[config.mk]
export PLATFORM = sky130hd
export DESIGN_NAME = alu_share_ctrl
export DESIGN_NICKNAME = d
export VERILOG_FILES = /design/src/rtl/alu_share_ctrl.sv
export SDC_FILE = /design/constraint.sdc
export NUM_CORES = 1
export LEC_CHECK = 0
export BUFFER_PORTS_ARGS = -buffer_cell sky130_fd_sc_hd__buf_2
export CORE_AREA = 5 5 82 84
export CTS_CLUSTER_SIZE = 10
export DETAILED_ROUTE_END_ITERATION = 10
export DIE_AREA = 0 0 87 89
export HOLD_SLACK_MARGIN = 0.1
export PLACE_DENSITY_LB_ADDON = 0.08
export SKIP_LAST_GASP = 1
export SLEW_MARGIN = 20
export SYNTH_ARGS = -nofsm -noshare
export SYNTH_HDL_FRONTEND = slang
export SYNTH_SLANG_ARGS = --single-unit
[constraint.sdc]
create_clock -name clk -period 3.6 [get_ports clk]
set_clock_uncertainty 0.15 [all_clocks]
set_input_delay 0.18 -clock clk [delete_from_list [all_inputs] [get_ports clk]]
set_output_delay 0.18 -clock clk [all_outputs]
set_load 0.01 [all_outputs]
[src/rtl/alu_share_ctrl.sv]
// Shares one combinational ALU between two requesters: round-robin grant, registered
// operand and result stages, and a private carry flag per requester feeding RRC carry-in.
module alu_share_ctrl #(
    parameter int unsigned WIDTH   = 16,
    parameter int unsigned OP_W    = 3,
    parameter bit          RR_INIT = 1'b0
) (
    input  logic                  clk,
    input  logic                  rst_n,
    input  logic [1:0]            req_valid,
    output logic [1:0]            req_ready,
    input  logic [2*OP_W-1:0]     req_op,
    input  logic [2*WIDTH-1:0]    req_a,
    input  logic [2*WIDTH-1:0]    req_b,
    output logic [1:0]            rsp_valid,
    input  logic [1:0]            rsp_ready,
    output logic [WIDTH-1:0]      rsp_r,
    output logic                  rsp_c,
    output logic                  rsp_z,
    output logic [1:0]            cflag,
    output logic                  busy,
    output logic [WIDTH-1:0]      alu_a,
    output logic [WIDTH-1:0]      alu_b,
    output logic [OP_W-1:0]       alu_sel,
    output logic                  alu_cin,
    input  logic [WIDTH-1:0]      alu_r,
    input  logic                  alu_c,
    input  logic                  alu_z
);

    localparam logic [1:0] StIdle = 2'd0;
    localparam logic [1:0] StExec = 2'd1;
    localparam logic [1:0] StResp = 2'd2;

    logic [1:0]       state_q;
    logic             prio_q;
    logic             gnt_q;
    logic [1:0]       cflag_q;
    logic [WIDTH-1:0] alu_a_q;
    logic [WIDTH-1:0] alu_b_q;
    logic [OP_W-1:0]  alu_sel_q;
    logic             alu_cin_q;
    logic [WIDTH-1:0] rsp_r_q;
    logic             rsp_c_q;
    logic             rsp_z_q;

    logic             grant;
    logic [OP_W-1:0]  sel_op;
    logic [WIDTH-1:0] sel_a;
    logic [WIDTH-1:0] sel_b;

    // Priority holder only matters when both requesters are valid.
    always_comb begin
        grant = prio_q;
        unique case (req_valid)
            2'b01:   grant = 1'b0;
            2'b10:   grant = 1'b1;
            default: grant = prio_q;
        endcase
        req_ready = 2'b00;
        if (state_q == StIdle && req_valid != 2'b00) begin
            req_ready = grant ? 2'b10 : 2'b01;
        end
    end

    assign sel_op = grant ? req_op[2*OP_W-1:OP_W] : req_op[OP_W-1:0];
    assign sel_a  = grant ? req_a[2*WIDTH-1:WIDTH] : req_a[WIDTH-1:0];
    assign sel_b  = grant ? req_b[2*WIDTH-1:WIDTH] : req_b[WIDTH-1:0];

    always_ff @(posedge clk or negedge rst_n) begin
        if (!rst_n) begin
            state_q   <= StIdle;
            prio_q    <= RR_INIT;
            gnt_q     <= 1'b0;
            cflag_q   <= 2'b00;
            alu_a_q   <= '0;
            alu_b_q   <= '0;
            alu_sel_q <= '0;
            alu_cin_q <= 1'b0;
            rsp_r_q   <= '0;
            rsp_c_q   <= 1'b0;
            rsp_z_q   <= 1'b0;
        end else begin
            case (state_q)
                StIdle: begin
                    if (req_valid != 2'b00) begin
                        alu_sel_q <= sel_op;
                        alu_a_q   <= sel_a;
                        alu_b_q   <= sel_b;
                        alu_cin_q <= cflag_q[grant];
                        gnt_q     <= grant;
                        prio_q    <= ~grant;
                        state_q   <= StExec;
                    end
                end
                StExec: begin
                    rsp_r_q        <= alu_r;
                    rsp_c_q        <= alu_c;
                    rsp_z_q        <= alu_z;
                    cflag_q[gnt_q] <= alu_c;
                    state_q        <= StResp;
                end
                StResp: begin
                    if (rsp_ready[gnt_q]) begin
                        state_q <= StIdle;
                    end
                end
                default: state_q <= StIdle;
            endcase
        end
    end

    assign rsp_valid = (state_q == StResp) ? (gnt_q ? 2'b10 : 2'b01) : 2'b00;
    assign busy      = (state_q != StIdle);
    assign rsp_r     = rsp_r_q;
    assign rsp_c     = rsp_c_q;
    assign rsp_z     = rsp_z_q;
    assign cflag     = cflag_q;
    assign alu_a     = alu_a_q;
    assign alu_b     = alu_b_q;
    assign alu_sel   = alu_sel_q;
    assign alu_cin   = alu_cin_q;

endmodule

==> results.sh <==
export IMPL_hp_class="input port to register"
export IMPL_maxCapViolCount=0
export IMPL_required_ps=3620
export IMPL_drt_iter0_markers=92
export IMPL_syn_num_nets=322
export IMPL_post_route_util_pct=77.7
export IMPL_place_ws_ps=1220
export IMPL_synth_edf_count=0
export IMPL_num_vias=2569
export IMPL_die_y_um=89
export IMPL_async_flop_share_pct=100
export IMPL_drt_total_wl_mm=8.16
export IMPL_initial_core_util_pct=46.0
export IMPL_fmax_mhz=384
export IMPL_crit_chain="buf_2 > inv_1 > ha_1 > mux2i_4 > buf_12 > mux2i_1 > dlygate4sd3_1 > o21ai_1"
export IMPL_path_class="input port to register"
export IMPL_seqCellArea_um2=1500
export IMPL_htree_levels=3
export IMPL_grt_pass1_vias=2858
export IMPL_coreArea_um2=5850
export IMPL_yosysTopAreaCellShare_pct=55.8
export IMPL_end_kind="register"
export IMPL_cts_resized=0
export IMPL_place_congestion=0.760
export IMPL_hold_viol_final=0
export IMPL_cpPeakStageDelay_ps=790
export IMPL_status="completed"
export IMPL_rows=28
export IMPL_drive_gt1_share_pct=41.2
export IMPL_setup_viol=0
export IMPL_clock_path_buffers=2
export IMPL_io_buffers=154
export IMPL_synthTopCellsByArea="dfrtp_1 56%, mux2i_1 14%, mux2_2 8.8%"
export IMPL_synth_area_leader_cell="dfrtp_1"
export IMPL_maxSlewHeadroom_pct=35.4
export IMPL_fill_cells=392
export IMPL_post_route_period_util_pct=72.3
export IMPL_synth_cell_types=20
export IMPL_synth_cell_area_um2=2690
export IMPL_die_area_um2=7740
export IMPL_fin_ws_ps=995
export IMPL_ys_warn_count=0
export IMPL_slew_violations=0
export IMPL_grt_pass1_wl_mm=13.2
export IMPL_ys_seq_elements=60
export IMPL_synth_ff_type="dfrtp_1"
export IMPL_synth_common_cells="60 x dfrtp_1, 38 x mux2i_1, 36 x nand2_1, 36 x o21ai_1, 21 x mux2_2"
export IMPL_grt_max_degree=77
export IMPL_p_per_area_nw_per_um2=726
export IMPL_dieWidth_um=87
export IMPL_antenna_found_initial=0
export IMPL_numCtsBuffers=9
export IMPL_clock_sinks=60
export IMPL_ys_seq_area_share_pct=55.8
export IMPL_dp_hpwl_mm=4.93
export IMPL_antennaDiodeCount=0
export IMPL_grt_ovfl_total=0
export IMPL_startpoint_type="input port"
export IMPL_cp_max_fo=20
export IMPL_clk_pin_slew_ps=60
export IMPL_ant_nets=0
export IMPL_dr_pass1_iters=4
export IMPL_synth_cells=225
export IMPL_avgRoutedWirePerCell_um=14.9
export IMPL_drc=0
export IMPL_io_pins=155
export IMPL_clock_latency_ps=320
export IMPL_cts_tree="built"
export IMPL_grtUsageTotal_pct=22.1
export IMPL_cts_root_buf="clkbuf_8"
export IMPL_areaGrowthSynthToFinish_pct=68.9
export IMPL_multi_input_area_um2=1060
export IMPL_cellLeakagePower_uw=0.00240
export IMPL_syn_avg_cell_area_um2=12.0
export IMPL_rsz0062_at_grt="no"
export IMPL_crit_arrival_ps=2630
export IMPL_period_needed_ps=2600
export IMPL_ir_drop_mv=0.616
export IMPL_cp_slowest_cell="mux2i_4"
export IMPL_synth_most_common_cell="dfrtp_1"
export IMPL_nNetsFinal=566
export IMPL_routed_via_density=4.69
export IMPL_tightest_slew_ps=970
export IMPL_fin_setup_tns_ps=0
==> cells in the final DEF, fill, tap and decap left out, types with 3 or more instances in the layout <==
master	count
buf_2	154
clkbuf_8	11
dfrtp_1	60
dlygate4sd3_1	91
ha_1	3
inv_1	3
mux2_2	21
mux2i_1	37
nand2_1	36
nor2_1	5
o21ai_1	36
==> logic make-up after synthesis <==
| kind of cell | after synthesis | synth area share (%) |
|---|---|---|
| flip-flops | 60 | 55.8 |
| AO/OA/AOI/OAI | 39 | 7.43 |
| buffers and inverters | 18 | 5.39 |
| multiplexers | 59 | 22.9 |
| AND/OR/NAND/NOR | 46 | 7.11 |
| adder cells (fa/ha/maj) | 3 | 1.39 |
==> registers in the layout (all words and copies together) (netlist names) <==
signal   count
alu_a       16
alu_b       16
alu_cin      1
alu_sel      3
cflag        2
gnt_q        1
prio_q       1
rsp_c        1
rsp_r       16
rsp_z        1
state_q      2
==> power by group <==
| group | switching, µW | total [µW] | internal, µW |
|---|---|---|---|
| Combinational | 799 | 1590 | 792 |
| Clock | 239 | 520 | 282 |
| Sequential | 172 | 1190 | 1020 |
==> worst max-delay path, delay by kind of cell <==
kind	cells	cell delay, ps
mux	2	1010
buf+inv	4	990
fa+ha+maj	1	370
compound gates	1	70
==> layer usage <==
layer | track usage, % | part of all wire [%] | vias to the layer above
met4 | 9.63 | 2.6 | 0
met5 | 0 | 0 | -
li1 | - | - | 1252
met3 | 5.99 | 7.7 | 18
met1 | 24.9 | 38 | 1201
met2 | 39.4 | 52 | 98
==> stage by stage <==
step	total power [µW]	instance area, µm²	std cells	hold slack (ps)
after floorplan	2140	2690	225	-266
after global placement	2580	3470	442	163
after detailed placement	2620	3470	442	158
after CTS	3320	4550	548	278
after global routing	3560	4550	548	337
final	3300	4550	548	296
==> final timing paths <==
path,endpoint,slack (ps),depth (start not counted),start
setup / recovery,alu_b[11]$_DFFE_PN0P_,1000,8,req_valid[0]
hold / removal,gnt_q$_DFFE_PN0P_,300,5,req_valid[1]
setup reg to reg,alu_b[11]$_DFFE_PN0P_,1020,5,prio_q$_DFFE_PN0P_
hold reg to reg,alu_sel[1]$_DFFE_PN0P_,330,2,alu_sel[1]$_DFFE_PN0P_
max in group asynchronous,alu_b[8]$_DFFE_PN0P_,2120,3,rst_n
min in group asynchronous,rsp_r[4]$_DFFE_PN0N_,330,2,rst_n
==> layout make-up <==
class	instances	area share, %
flip-flops and latches	60	33.0
repair buffers	247	37.6
clock inverters	2	0.220
inverters	4	0.330
multi-input cells	147	23.3
well taps	75	2.06
clock buffers	13	3.49
==> repair_timing <==
item	CTS	global route
buffers inserted	0	0
hold buffers	91	0
endpoints found under the hold margin	91	0
Power figures use the tool's default switching activity.
